## src/rtl/seq_divider_pkg.sv

```systemverilog
// Purpose: shared FSM state type and encoding width for seq_divider.
// Latency: n/a (type and constant definitions only).
// Backpressure: n/a.
package seq_divider_pkg;

  localparam int STATE_W = 2;

  // NEG is only reachable when DIVIDER_SIGNED_EN is defined.
  typedef enum logic [STATE_W-1:0] {
    IDLE = 2'd0,
    CALC = 2'd1,
    DONE = 2'd2,
    NEG  = 2'd3
  } state_t;

endpackage

```

## src/rtl/seq_divider_lzc.sv

```systemverilog
// Purpose: leading-zero counter; sizes the divisor normalisation shift and the iteration count.
// Latency: combinational.
// Backpressure: none.
// Ports: value (W) in; count (CW) leading zeros, 0 when value is 0; all_zero set when value is 0.
module lzc #(
  parameter int W  = 8,
  parameter int CW = $clog2(W)
) (
  input  logic [W-1:0]  value,
  output logic [CW-1:0] count,
  output logic          all_zero
);

  // Ascending scan: the last set bit seen is the most significant one,
  // so its position determines the final count.
  always_comb begin
    count = '0;
    for (int i = 0; i < W; i++) begin
      if (value[i]) begin
        count = CW'(W - 1 - i);
      end
    end
  end

  assign all_zero = ~|value;

endmodule

```

## src/rtl/seq_divider.sv

```systemverilog
// Purpose: multi-cycle restoring divider with normalised divisor; quotient, remainder, divide-by-zero flag.
// Latency: k+1 cycles from accepting edge to done (k = divisor leading zeros), +1 for signed; divide-by-zero done right after acceptance.
// Backpressure: none; start is only sampled in IDLE, requests in other states are dropped, not queued.
// Ports: clk, rst_n (async active-low); start, dividend[W], divisor[W] in;
//        quotient[W], remainder[W] (held until next accepted start), busy, done (1-cycle pulse), div_zero out.
// Optional: DIVIDER_SIGNED_EN adds input sgn (two's-complement operands, truncating division) and the NEG state.
module seq_divider
  import seq_divider_pkg::*;
#(
  parameter int W  = 8,
  parameter int CW = $clog2(W)
) (
  input  logic         clk,
  input  logic         rst_n,
  input  logic         start,
`ifdef DIVIDER_SIGNED_EN
  input  logic         sgn,
`endif
  input  logic [W-1:0] dividend,
  input  logic [W-1:0] divisor,
  output logic [W-1:0] quotient,
  output logic [W-1:0] remainder,
  output logic         busy,
  output logic         done,
  output logic         div_zero
);

  state_t state, state_nxt;

  logic [W-1:0]  a_q, b_q, q_q;
  logic [CW-1:0] cnt_q;

  logic [W-1:0]  dvd_mag, dvs_mag;
  logic [CW-1:0] lz;
  logic          dvs_zero;

  logic          gt;
  logic [W-1:0]  a_nxt, q_nxt;
  logic          last;
  logic          go_neg;

`ifdef DIVIDER_SIGNED_EN
  logic sgn_q, neg_quo_q, neg_rem_q;

  // Magnitudes of the operands; the most-negative value maps onto itself,
  // which is exactly its unsigned magnitude.
  always_comb begin
    dvd_mag = (sgn && dividend[W-1]) ? -dividend : dividend;
    dvs_mag = (sgn && divisor[W-1])  ? -divisor  : divisor;
  end

  assign go_neg = sgn_q;
`else
  always_comb begin
    dvd_mag = dividend;
    dvs_mag = divisor;
  end

  assign go_neg = 1'b0;
`endif

  lzc #(
    .W  (W),
    .CW (CW)
  ) u_lzc (
    .value    (dvs_mag),
    .count    (lz),
    .all_zero (dvs_zero)
  );

  // One restoring step; A never underflows because subtraction is gated by gt.
  always_comb begin
    gt    = (a_q >= b_q);
    a_nxt = gt ? (a_q - b_q) : a_q;
    q_nxt = {q_q[W-2:0], gt};
    last  = (cnt_q == '0);
  end

  always_ff @(posedge clk or negedge rst_n) begin
    if (!rst_n) begin
      state <= IDLE;
    end else begin
      state <= state_nxt;
    end
  end

  always_comb begin
    state_nxt = state;
    busy      = 1'b0;
    done      = 1'b0;
    case (state)
      IDLE: begin
        if (start) begin
          state_nxt = dvs_zero ? DONE : CALC;
        end
      end
      CALC: begin
        busy = 1'b1;
        if (last) begin
          state_nxt = go_neg ? NEG : DONE;
        end
      end
      NEG: begin
        busy      = 1'b1;
        state_nxt = DONE;
      end
      DONE: begin
        done      = 1'b1;
        state_nxt = IDLE;
      end
      default: state_nxt = IDLE;
    endcase
  end

  always_ff @(posedge clk or negedge rst_n) begin
    if (!rst_n) begin
      a_q       <= '0;
      b_q       <= '0;
      q_q       <= '0;
      cnt_q     <= '0;
      quotient  <= '0;
      remainder <= '0;
      div_zero  <= 1'b0;
`ifdef DIVIDER_SIGNED_EN
      sgn_q     <= 1'b0;
      neg_quo_q <= 1'b0;
      neg_rem_q <= 1'b0;
`endif
    end else begin
      case (state)
        IDLE: begin
          if (start) begin
            div_zero <= 1'b0;
`ifdef DIVIDER_SIGNED_EN
            sgn_q     <= sgn;
            neg_quo_q <= sgn & (dividend[W-1] ^ divisor[W-1]);
            neg_rem_q <= sgn & dividend[W-1];
`endif
            if (dvs_zero) begin
              // Raw dividend is reported in both modes; no sign fix-up.
              quotient  <= '1;
              remainder <= dividend;
              div_zero  <= 1'b1;
            end else begin
              // Normalise so the divisor MSB is set: only k+1 quotient
              // bits can be non-zero, hence k+1 iterations.
              a_q   <= dvd_mag;
              b_q   <= dvs_mag << lz;
              q_q   <= '0;
              cnt_q <= lz;
            end
          end
        end
        CALC: begin
          a_q <= a_nxt;
          b_q <= b_q >> 1;
          q_q <= q_nxt;
          if (last) begin
            quotient  <= q_nxt;
            remainder <= a_nxt;
          end else begin
            cnt_q <= cnt_q - CW'(1);
          end
        end
`ifdef DIVIDER_SIGNED_EN
        NEG: begin
          // Truncation toward zero: quotient sign from operand signs,
          // remainder follows the dividend. Most-negative / -1 wraps.
          quotient  <= neg_quo_q ? -q_q : q_q;
          remainder <= neg_rem_q ? -a_q : a_q;
        end
`endif
        default: begin
        end
      endcase
    end
  end

endmodule

```

## config.mk

```make
export PLATFORM = sky130hd
export DESIGN_NAME = seq_divider
export DESIGN_NICKNAME = d
export VERILOG_FILES = /design/src/rtl/seq_divider_pkg.sv /design/src/rtl/seq_divider_lzc.sv /design/src/rtl/seq_divider.sv
export SDC_FILE = /design/constraint.sdc
export NUM_CORES = 1
export LEC_CHECK = 0
export BUFFER_PORTS_ARGS = -buffer_cell sky130_fd_sc_hd__buf_2
export CORE_ASPECT_RATIO = 0.8
export CORE_UTILIZATION = 40
export DETAILED_ROUTE_END_ITERATION = 6
export GPL_ROUTABILITY_DRIVEN = 0
export HOLD_SLACK_MARGIN = 0.15
export SETUP_SLACK_MARGIN = 0.1
export SLEW_MARGIN = 20
export SYNTH_ARGS = -nofsm -noshare
export SYNTH_HDL_FRONTEND = slang
export SYNTH_SLANG_ARGS = --single-unit
```

## constraint.sdc

```tcl
create_clock -name clk -period 6.6 [get_ports clk]
set_input_delay 0.33 -clock clk [delete_from_list [all_inputs] [get_ports clk]]
set_output_delay 0.33 -clock clk [all_outputs]
set_load 0.02 [all_outputs]
```

# After elaboration in Yosys (flattened, before gate mapping)
# Cells that the tools add are included.
[totals] reg_bits=45 in_bits=19 out_inout_bits=19
[op_classes] addsub=2 magnitude_cmp=1 n_eq_ne=8 shift=1 n_mux=37 reduce_logical=10
[op_table] op="two-way mux 8 bit" count=11
[op_table] op="case mux 8 bit (2 select lines)" count=4
[op_table] op="two-way mux 3 bit" count=11
[op_table] op="two-way mux 7 bit" count=2
[op_table] op="case mux 7 bit (2 select lines)" count=1
[op_table] op=">= comparator 8 bit" count=1
[op_table] op="!= test 2 bit (second input constant)" count=4
[op_table] op="case mux 2 bit (4 select lines)" count=1
[op_table] op="AND reduction 4 bit" count=2
[op_table] op="OR reduction 8 bit" count=1
[op_table] op="left shift 8 x 3 -> 8 bit" count=1
[op_table] op="subtractor 8 bit" count=1
[op_table] op="two-way mux 2 bit" count=3
[op_table] op="case mux 3 bit (2 select lines)" count=1
[op_table] op="equality test 2 bit (second input constant)" count=2
[op_table] op="AND reduction 2 bit" count=2
[op_table] op="zero test 3 bit" count=1
[op_table] op="two-way mux 1 bit" count=3
[op_table] op="AND reduction 3 bit" count=1
[op_table] op="subtractor 3 x 1 -> 3 bit (second input constant)" count=1
[op_table] op="equality test 2 x 1 -> 1 bit (second input constant)" count=1
[op_table] op="zero test 2 bit" count=1
[op_table] op="!= test 2 x 1 -> 1 bit (second input constant)" count=1
[op_table] op="nonzero test 2 bit" count=1
[op_table] op="OR reduction 2 bit" count=1

# Depth between registers and ports, before layout
# Gate-level depths: netlist (run 1).
[logic_depth] depth_word=12 ltp_mapped=9 mapped_depth_nobuf=9

# Cells and area by module
# From an unflattened synthesis (run 1), not the netlist that was laid out.
[unflattened] cells_unflattened=295 area_unflattened_um2=2766.4
[modules_own_cells] module="seq_divider" n_inst=1 cells_each=280 area_per_inst_um2=2677.6
[modules_own_cells] module="lzc" n_inst=1 cells_each=15 area_per_inst_um2=88.8

# Worst setup path before layout (run 1)
# No wires, ideal clock.
[synth_path] path_type="register -> register" startpoint="register a_q[0]" endpoint="register a_q[5]" setup_time_ns=0.104 arrival_ns=2.174 setup_slack_ns=4.322 stages_incl_launch_ff=10 path_buffers=0 cell_sequence="dfrtp_1 inv_1 ha_1 fa_1 nor2b_1 o21ai_1 a41oi_2 o21ai_2 o31a_1 a221oi_1"
[synth_between] elab_chain_len=3 elab_cells_between_ends=4 classes_between="add/sub (1); order compare (1); mux (2)"
[synth_rtl] element="from (decl)" line_no="seq_divider.sv:30" rtl="logic [W-1:0] a_q, b_q, q_q;"
[synth_rtl] element="from (signal assigned)" line_no="seq_divider.sv:147" rtl="a_q <= dvd_mag;"
[synth_rtl] element="from (signal assigned)" line_no="seq_divider.sv:155" rtl="a_q <= a_nxt;"
[synth_rtl] element="subtractor 8 bit / >= comparator 8 bit (equally long branches)" line_no="seq_divider.sv:74, seq_divider.sv:73"
[synth_rtl] element="two-way mux 8 bit (*)" line_no="seq_divider.sv:74" rtl="a_nxt = gt ? (a_q - b_q) : a_q;"
[synth_rtl] element="case mux 8 bit (2 select lines) (*)" line_no="seq_divider.sv:130" rtl="case (state)"
# Mark *: on every way between the ends. The rest lies on a longest branch, timed or not.
# A chain may end at the register's enable or synchronous reset.

# Worst setup path after layout (run 1)
[layout_path] startpoint="register a_q[0]" endpoint="register a_q[3]"
# The elaborated chain is that of the path after synthesis.

==> flow_summary_export.csv, run 1 <==
group,metric,value,unit
status,status,"completed",
synthesis,syn-num-nets,320,
global_route,grt_pass1_vias,2156,
clock_network,cts-root-buf,"clkbuf_8",
timing,fmax,0.394,GHz
timing,rsz0062_at_grt,"false",
power,p_leak,1.34,nW
synthesis,ys_types,54,
die,initial_core_util,41.8,%
timing,worst_pin_slew,1020,ps
final_layout,ff_latch_area,1130,µm²
clock_network,cts.sinks,45,
synthesis,syn_inst,290,
timing,slew_violations,0,
placed_design,place_hpwl,4610,µm
timing,finalHoldViolCount,0,
timing,setup_tns,0,ps
clock_network,htree_levels,2,
clock_network,cts_tree,"done",
clock_network,insertion_delay,310,ps
worst_setup_path,cp-start-kind,"register",
final_layout,drive_gt1_share,19.7,%
worst_setup_path,crit_required,6810,ps
power,powerDensity,567,nW/µm²
power,clkPwrFrac,10.7,%
detailed_routing,drtIter0Drc,95,
detailed_routing,wire_per_inst,15.9,µm
die,pin_count,38,
final_layout,multi_input_area,1440,µm²
global_route,antenna_found_initial,0,
synthesis,yosys_register_bits,45,
power,p_int,0.000880,W
power,swShare,48.8,%
synthesis,synthArstFlopShare,100,%
final_layout,nets,354,
timing,finClkSkew,4.88,ps
die,row_count,26,
synthesis,synth_edf_count,0,
synthesis,ys_seq_area_share,41.8,%
final_layout,area_growth,12.7,%
timing,period_share,38.4,%
worst_setup_path,cp_max_fo,6,
die,fp.dieH,75.4,µm
timing,period_minus_slack,2540,ps
detailed_routing,vias,2297,
synthesis,avgSynthCellArea,9.28,µm²
final_layout,nFillCells,642,
final_layout,fin_util,47.1,%
power,vdd_ir_drop_max,0.193,mV
power,combPwrFrac,60.4,%
global_route,track_usage,19.8,%
die,core_area,6440,µm²
detailed_routing,drcViolationCount,0,
power,p_total,0.00172,W
synthesis,yosysWarnings,0,
synthesis,syn-cell-area,2690,µm²
worst_setup_path,cp.arrival,2740,ps
detailed_routing,dr.pass1.iters,4,
placed_design,io_buffers,37,
clock_network,cts_max_path_buffers,2,
global_route,grt_max_degree,46,
clock_network,clkTransAtPathRegs,90,ps
global_route,grt_overflow_total,0,
die,die_x,93.7,µm
flow_run,cap_viol_max_count,0,
clock_network,cts_buffers,5,
final_layout,diodes,0,
detailed_routing,via_per_inst,5.62,
timing,final-setup-viol-count,0,
power,pwr-share-seq,28.9,%
synthesis,synth_top_flop_cell,"dfrtp_1",
clock_network,post_cts_resize_count,0,
worst_hold_path,hp-class,"in2reg",
detailed_routing,ant_nets,0,
global_route,grt_pass1_wl,10700,µm
timing,relSlewSlack,32.0,%
timing,hold-worst-slack,308,ps
die,dieArea,7060,µm²
worst_setup_path,worstSetupPathType,"reg2reg",
detailed_routing,wirelength,6490,µm
worst_setup_path,setup.worst_path.end_class,"register",
power,p_sw,0.000839,W
[worst max-delay path, stage by stage, from the launching register on]
cell	delay, ps
dfrtp_1	360
inv_1	60
ha_1	210
fa_1	380
nor2b_1	210
o21ai_1	140
a41o_1	330
a2111oi_0	310
a21oi_1	110
a221oi_1	310
[registers in the layout, summed over array words and instances, names as in the netlist]
signal / flops
a_q: 8
quotient: 8
remainder: 8
q_q: 7
state: 2
div_zero: 1
cnt_q: 3
b_q: 8
[Yosys cell counts, types with 3 or more instances]
cell       n  share of area, %
a22o_1     6               2.0
o22a_1     9               2.9
nor3_1     9               1.7
dfrtp_1   45                42
nand2b_1   3              0.70
clkbuf_1   7              0.98
o21a_1     4               1.1
inv_1     16               2.2
ha_1      10               4.6
a21oi_1   20               3.7
a31oi_1    4              0.93
o21ai_1    5              0.93
mux2i_1    4               1.5
a221oi_1   7               2.3
nand2_1   22               3.1
a211oi_1   5               1.4
o31ai_1    6               1.7
o221ai_1   3              0.98
buf_2      3              0.56
nor2b_1   10               2.3
nor2_1    34               4.7
a22oi_1    3              0.84
nor4_1     4              0.93
o21ai_0   14               2.6
[power groups by stage]
stage                     sequential, W  clock (W)  combinational [W]
after floorplan                0.000539          0           0.000741
after global placement         0.000499          0            0.00102
after detailed placement       0.000503          0            0.00103
after CTS                      0.000498   0.000187            0.00104
after global routing           0.000517   0.000199            0.00117
final                          0.000497   0.000184            0.00104
[final timing paths]
path / start / to / slack [ps] / cells after the start
worst max-delay path: a_q[0] / a_q[3] / 4060 / 9
worst min-delay path: dividend[0] / remainder[0] / 310 / 3
worst max register to register: a_q[0] / a_q[3] / 4060 / 9
worst min register to register: div_zero / div_zero / 480 / 2
max in group asynchronous: rst_n / a_q[6] / 5660 / 2
min in group asynchronous: rst_n / remainder[0] / 560 / 2
[repair_timing]
item                                   4_1_cts  5_1_grt
setup buffers                                0        0
hold buffers                                 0        1
endpoints found under the hold margin        0       45
[metrics by stage]
step | instance area [µm²] | setup slack, ps | std cells
5_1_grt | 3030 | 3820 | 409
2_1_floorplan | 2690 | 4320 | 290
3_5_place_dp | 2930 | 4090 | 400
3_3_place_gp | 2930 | 4190 | 400
6_report | 3030 | 4060 | 409
4_1_cts | 3020 | 4080 | 408
[layout make-up]
class,count,area share [%]
Clock buffer,5,2.27
Clock inverter,3,0.825
Inverter,16,1.98
Multi-Input combinational cell,217,47.6
Sequential cell,45,37.1
Tap cell,84,3.46
Timing Repair Buffer,39,6.76
[cell usage in the layout, fill, tap and decap left out, drive strengths merged, types with 2 or more instances in the layout]
cell	Yosys	routed
a211oi	5	5
a21o	2	2
a21oi	22	22
a221oi	8	8
a22o	6	6
a22oi	3	3
a31oi	4	4
buf	5	38
clkbuf	7	5
dfrtp	45	45
ha	10	10
inv	16	18
mux2	2	2
mux2i	4	4
nand2	23	23
nand2b	3	3
nand3b	2	2
nor2	37	37
nor2b	10	10
nor3	9	9
nor4	4	4
o21a	4	4
o21ai	20	20
o221ai	3	3
o22a	9	9
o31a	2	2
o31ai	6	6
or2	2	2
or4	2	2
[cells by family (layout without fill, tap and decap cells)]
group | after synthesis | count (layout) | share of synthesized area (%)
AO/OA/AOI/OAI | 101 | 101 | 26.9
XOR/XNOR | 2 | 2 | 0.651
adder cells (fa/ha/maj) | 11 | 11 | 5.39
buffers and inverters | 28 | 63 | 4.60
flip-flops | 45 | 45 | 41.8
multiplexers | 6 | 6 | 2.32
AND/OR/NAND/NOR | 97 | 97 | 18.3
[routing by layer]
layer	wire length (µm)	global-route usage [%]	vias up
met1	3370	28.2	1113
li1	-	-	1136
met4	82	5.47	0
met3	216	4.29	8
met5	0	0	-
met2	2810	30.7	40
No activity file was read; power rests on OpenSTA's default activity.
==> inputs of run 2 (changes only) <==
- clock period: 6.6 -> 2.6 ns (I/O delays scaled with it)
==> run 2 against run 1 <==
Compared with the run above:
- register-to-register slack worse by 3900 ps
- worst hold slack got worse by 150 ps
- sequential cell count did not move
- combinational power grew to 2.9 times the previous value
==> flow_summary_export.csv, run 2 (synthesized netlist as in run 1, its figures left out) <==
group,metric,value,unit
status,status,"completed",
final_layout,nFillCells,629,
final_layout,nets,364,
final_layout,drive_gt1_share,23.6,%
power,p_int,0.00244,W
worst_setup_path,crit_required,2800,ps
final_layout,area_growth,17.1,%
power,combPwrFrac,63.8,%
placed_design,io_buffers,37,
timing,final-setup-viol-count,0,
detailed_routing,dr.pass1.iters,4,
timing,relSlewSlack,59.9,%
worst_hold_path,hp-class,"in2reg",
timing,period_share,93.6,%
die,dieArea,7060,µm²
global_route,grt_overflow_total,0,
detailed_routing,wirelength,6480,µm
timing,finalHoldViolCount,0,
clock_network,cts-root-buf,"clkbuf_8",
clock_network,cts_max_path_buffers,2,
detailed_routing,vias,2355,
timing,setup_tns,0,ps
timing,fmax,0.411,GHz
global_route,grt_pass1_wl,10500,µm
worst_setup_path,cp_max_fo,7,
clock_network,cts_tree,"done",
worst_setup_path,cp-start-kind,"register",
worst_setup_path,setup.worst_path.end_class,"register",
clock_network,cts_buffers,5,
global_route,grt_max_degree,46,
global_route,track_usage,19.3,%
detailed_routing,wire_per_inst,15.5,µm
power,powerDensity,1490,nW/µm²
timing,worst_pin_slew,597,ps
power,pwr-share-seq,26.7,%
worst_setup_path,cp.arrival,2640,ps
flow_run,cap_viol_max_count,0,
die,core_area,6440,µm²
clock_network,insertion_delay,300,ps
die,pin_count,38,
timing,rsz0062_at_grt,"false",
global_route,antenna_found_initial,0,
die,initial_core_util,41.8,%
die,fp.dieH,75.4,µm
detailed_routing,drtIter0Drc,160,
power,p_leak,1.39,nW
power,clkPwrFrac,9.5,%
global_route,grt_pass1_vias,2129,
detailed_routing,drcViolationCount,0,
detailed_routing,via_per_inst,5.62,
worst_setup_path,r2r_end,"a_q[5]",
die,row_count,26,
final_layout,final_common_cell,"dfrtp_1",
worst_setup_path,rrSetupSlack,170,ps
final_layout,mostFrequentLayoutCells,"45 x dfrtp_1, 36 x buf_2, 34 x nor2_1, 22 x nand2_1, 20 x a21oi_1",
clock_network,cts.sinks,45,
timing,period_minus_slack,2430,ps
detailed_routing,ant_nets,0,
power,p_sw,0.00226,W
worst_setup_path,cp-startpoint,"a_q[0]",
worst_setup_path,r2r-start,"a_q[0]",
die,die_x,93.7,µm
timing,finClkSkew,6.53,ps
timing,slew_violations,0,
final_layout,diodes,0,
power,p_total,0.00470,W
clock_network,clkTransAtPathRegs,90,ps
power,swShare,48.0,%
power,vdd_ir_drop_max,0.569,mV
worst_setup_path,crit_path_end,"a_q[5]",
worst_setup_path,worstSetupPathType,"reg2reg",
clock_network,htree_levels,2,
placed_design,place_hpwl,4640,µm
worst_setup_path,ff2ff_path_depth,9,
==> run 2: changes by cell type in the layout (fill, tap and decap cells not counted), sizes merged <==
| cell | change |
|---|---|
| buf | +9 |
| clkinvlp | +2 |
| dlygate4sd3 | +1 |
| inv | -2 |
==> run 2: final cells by class <==
type	instances	area (µm²)	area share (%)
clock buffers	5	68.8	2.18
clock inverters	3	22.5	0.715
inverters	16	60.1	1.91
multi-input cells	217	1490	47.1
flip-flops and latches	45	1130	35.7
well taps	84	105	3.34
repair buffers	49	283	8.98
==> run 2: power by group through the flow <==
stage	logic, W	registers, W	clock network (W)
6_report	0.00300	0.00125	0.000445
5_1_grt	0.00330	0.00130	0.000485
4_1_cts	0.00269	0.00126	0.000460
3_5_place_dp	0.00267	0.00127	0
3_3_place_gp	0.00266	0.00126	0
2_1_floorplan	0.00188	0.00137	0
==> run 2: stage by stage <==
| stage | utilization [%] | hold slack, ps | instances | worst slack [ps] | area, µm² |
|---|---|---|---|---|---|
| floorplan | - | -166 | 290 | 322 | 2690 |
| global placement | 46.0 | 378 | 405 | 196 | 2970 |
| detailed placement | 46.0 | 370 | 405 | 64.9 | 2970 |
| CTS | 47.8 | 152 | 415 | 110 | 3080 |
| global route | 48.9 | 162 | 419 | 83.8 | 3150 |
| finish | 48.9 | 160 | 419 | 167 | 3150 |
==> run 2: worst min-delay path by stage <==
stage,startpoint,end,slack (ps),cells after the start
5_1_grt,dividend[6],remainder[6],160,3
4_1_cts,dividend[6],a_q[6],150,3
2_1_floorplan,rst_n,a_q[0],-170,0
3_3_place_gp,rst_n,div_zero,380,1
3_5_place_dp,rst_n,remainder[1],370,1
6_report,dividend[6],a_q[6],160,3
==> run 2: timing repair <==
action / CTS / global route
resized for setup: 2 / 7
setup buffers: 0 / 4
hold endpoints to repair: 47 / 0
setup endpoints to repair: 3 / 9
pin swaps: 0 / 2
hold buffers: 2 / 0
==> run 2: worst max-delay path: stages, from the launching register on <==
cell and delay (ps):
dfrtp_1 370, inv_1 60, ha_1 210, fa_1 390
nor2b_2 170, o21ai_1 120, a41oi_2 240, o21ai_4 140
o31a_1 340, a221oi_1 280
==> run 2: per-layer routing <==
layer  vias up  part of all wire, %  wire length [µm]  global-route usage [%]
li1       1157                    -                 -                       -
met1      1129                   50              3230                    27.9
met2        60                   45              2910                    30.0
met3         9                  4.0               259                    2.79
met4         0                  1.2                80                    5.98
met5         -                    0                 0                       0
==> inputs of run 3 (changes only) <==
- SETUP_SLACK_MARGIN: 0.1 -> 0.3
==> run 3 against run 2 <==
Compared with the run above:
- die area stayed put
- critical endpoint is now a_q[2]
- largest cell class unchanged
- worst hold slack lost 14 ps
- wire length rose by 8.5%
==> flow_summary_export.csv, run 3 (synthesized netlist as in run 1, its figures left out) <==
group,metric,value,unit
worst_hold_path,hp-class,"in2reg",
global_route,grt_overflow_total,0,
clock_network,cts.sinks,45,
die,die_x,93.7,µm
die,pin_count,38,
placed_design,post-place-ws,64.9,ps
global_route,antenna_found_initial,0,
detailed_routing,drtIter0Drc,146,
timing,finalHoldViolCount,0,
final_layout,drive_gt1_share,32.3,%
worst_setup_path,cp_max_fo,5,
global_route,grt_pass1_vias,2205,
worst_setup_path,cp-start-kind,"register",
global_route,grt_pass1_wl,10700,µm
worst_hold_path,min_path_cells,3,
detailed_routing,wl_met3,342,µm
die,fp.dieH,75.4,µm
power,p_leak,1.46,nW
worst_setup_path,setup.worst_path.end_class,"register",
worst_hold_path,holdPathEnd,"a_q[6]",
detailed_routing,route.met2.wl,3240,µm
flow_run,cap_viol_max_count,0,
detailed_routing,wire_per_inst,16.2,µm
worst_setup_path,worstSetupPathType,"reg2reg",
final_layout,nets,379,
die,initial_core_util,41.8,%
timing,hold-worst-slack,146,ps
placed_design,io_buffers,37,
worst_setup_path,rrSetupSlack,290,ps
clock_network,insertion_delay,310,ps
detailed_routing,drt-met1-wl,3370,µm
detailed_routing,drcViolationCount,0,
timing,finClkSkew,7.11,ps
final_layout,nFillCells,597,
final_layout,finalInstanceArea,3420,µm²
power,vdd_ir_drop_max,0.629,mV
clock_network,clkTransAtPathRegs,90,ps
clock_network,htree_levels,2,
timing,setup_ws,292,ps
worst_setup_path,r2r_end,"a_q[2]",
timing,rsz0062_at_grt,"true",
timing,relSlewSlack,58.7,%
clock_network,cts_tree,"done",
die,core_area,6440,µm²
die,dieArea,7060,µm²
detailed_routing,routed.top_layer,"met4",
power,powerDensity,1610,nW/µm²
final_layout,final_common_cell,"dfrtp_1",
worst_setup_path,r2r-start,"a_q[0]",
final_layout,area_growth,27.2,%
clock_network,cts_buffers,5,
timing,setup_tns,0,ps
placed_design,place_hpwl,4640,µm
placed_design,place_area,2970,µm²
die,row_count,26,
timing,slew_violations,0,
global_route,track_usage,19.8,%
timing,worst_pin_slew,615,ps
worst_setup_path,crit_required,2820,ps
detailed_routing,via_per_inst,5.60,
status,status,"completed",
detailed_routing,vias,2432,
timing,period_minus_slack,2310,ps
clock_network,cts-root-buf,"clkbuf_8",
timing,period_share,88.8,%
global_route,grt_max_degree,46,
timing,final-setup-viol-count,0,
worst_hold_path,worstHoldStart,"dividend[6]",
detailed_routing,ant_nets,0,
final_layout,mostFrequentLayoutCells,"44 x dfrtp_1, 36 x buf_2, 33 x nor2_1, 23 x buf_4, 22 x nand2_1",
detailed_routing,wirelength,7030,µm
worst_setup_path,cp.arrival,2520,ps
detailed_routing,dr.pass1.iters,4,
timing,fmax,0.433,GHz
worst_setup_path,ff2ff_path_depth,10,
final_layout,diodes,0,
clock_network,cts_max_path_buffers,2,
[run 3: changes by cell type in the layout (fill, tap and decap cells not counted), sizes merged]
cell / before / now
buf: 47 / 62
[run 3: worst max path at each step]
| stage | slack, ps | start | to | depth (start not counted) |
|---|---|---|---|---|
| after floorplan | 320 | a_q[0] | a_q[5] | 9 |
| after global placement | 200 | a_q[0] | a_q[5] | 9 |
| after detailed placement | 60 | a_q[0] | remainder[3] | 9 |
| after CTS | 300 | b_q[4] | a_q[2] | 9 |
| after global routing | 180 | a_q[0] | remainder[3] | 9 |
| final | 290 | a_q[0] | a_q[2] | 10 |
[run 3: worst max-delay path, cell delays in order (launching register included)]
cell and delay (ps):
dfrtp_1 390, inv_2 70, ha_4 160, fa_2 360, nor2b_2 160, o21ai_2 100, a41o_4 250, buf_6 130
nor4_4 300, a211oi_4 60, o31ai_1 240
[run 3: through the flow]
| stage | total power, W | cells | utilization (%) |
|---|---|---|---|
| after floorplan | 0.00325 | 290 | - |
| after global placement | 0.00392 | 405 | 46.0 |
| after detailed placement | 0.00393 | 405 | 46.0 |
| after CTS | 0.00476 | 424 | 49.3 |
| after global routing | 0.00593 | 434 | 53.1 |
| final | 0.00552 | 434 | 53.1 |
[run 3: metal layers]
| metal | vias to the layer above | track usage [%] |
|---|---|---|
| li1 | 1188 | - |
| met1 | 1169 | 28.2 |
| met2 | 68 | 31.7 |
| met3 | 7 | 2.79 |
| met4 | 0 | 5.64 |
| met5 | - | 0 |
[run 3: area by class of cell]
class	count	area [µm²]	share of cell area, %
inverter	16	60.1	1.76
clock inverter	3	22.5	0.658
multi-input combinational	217	1630	47.7
sequential	45	1130	32.9
clock buffer	5	68.8	2.01
tap	84	105	3.07
timing repair buffer	64	407	11.9
[run 3: repair_timing]
item,CTS,global route
endpoints found under the setup margin,14,16
setup buffers,9,10
hold buffers,2,0
hold endpoints to repair,47,0
resized for setup,7,30
pin swaps,9,14
[run 3: report_power, final]
part,internal (W),switching (W)
Sequential,0.00102,0.000248
Clock,0.000189,0.000263
Combinational,0.00172,0.00208
Total,0.00293,0.00259
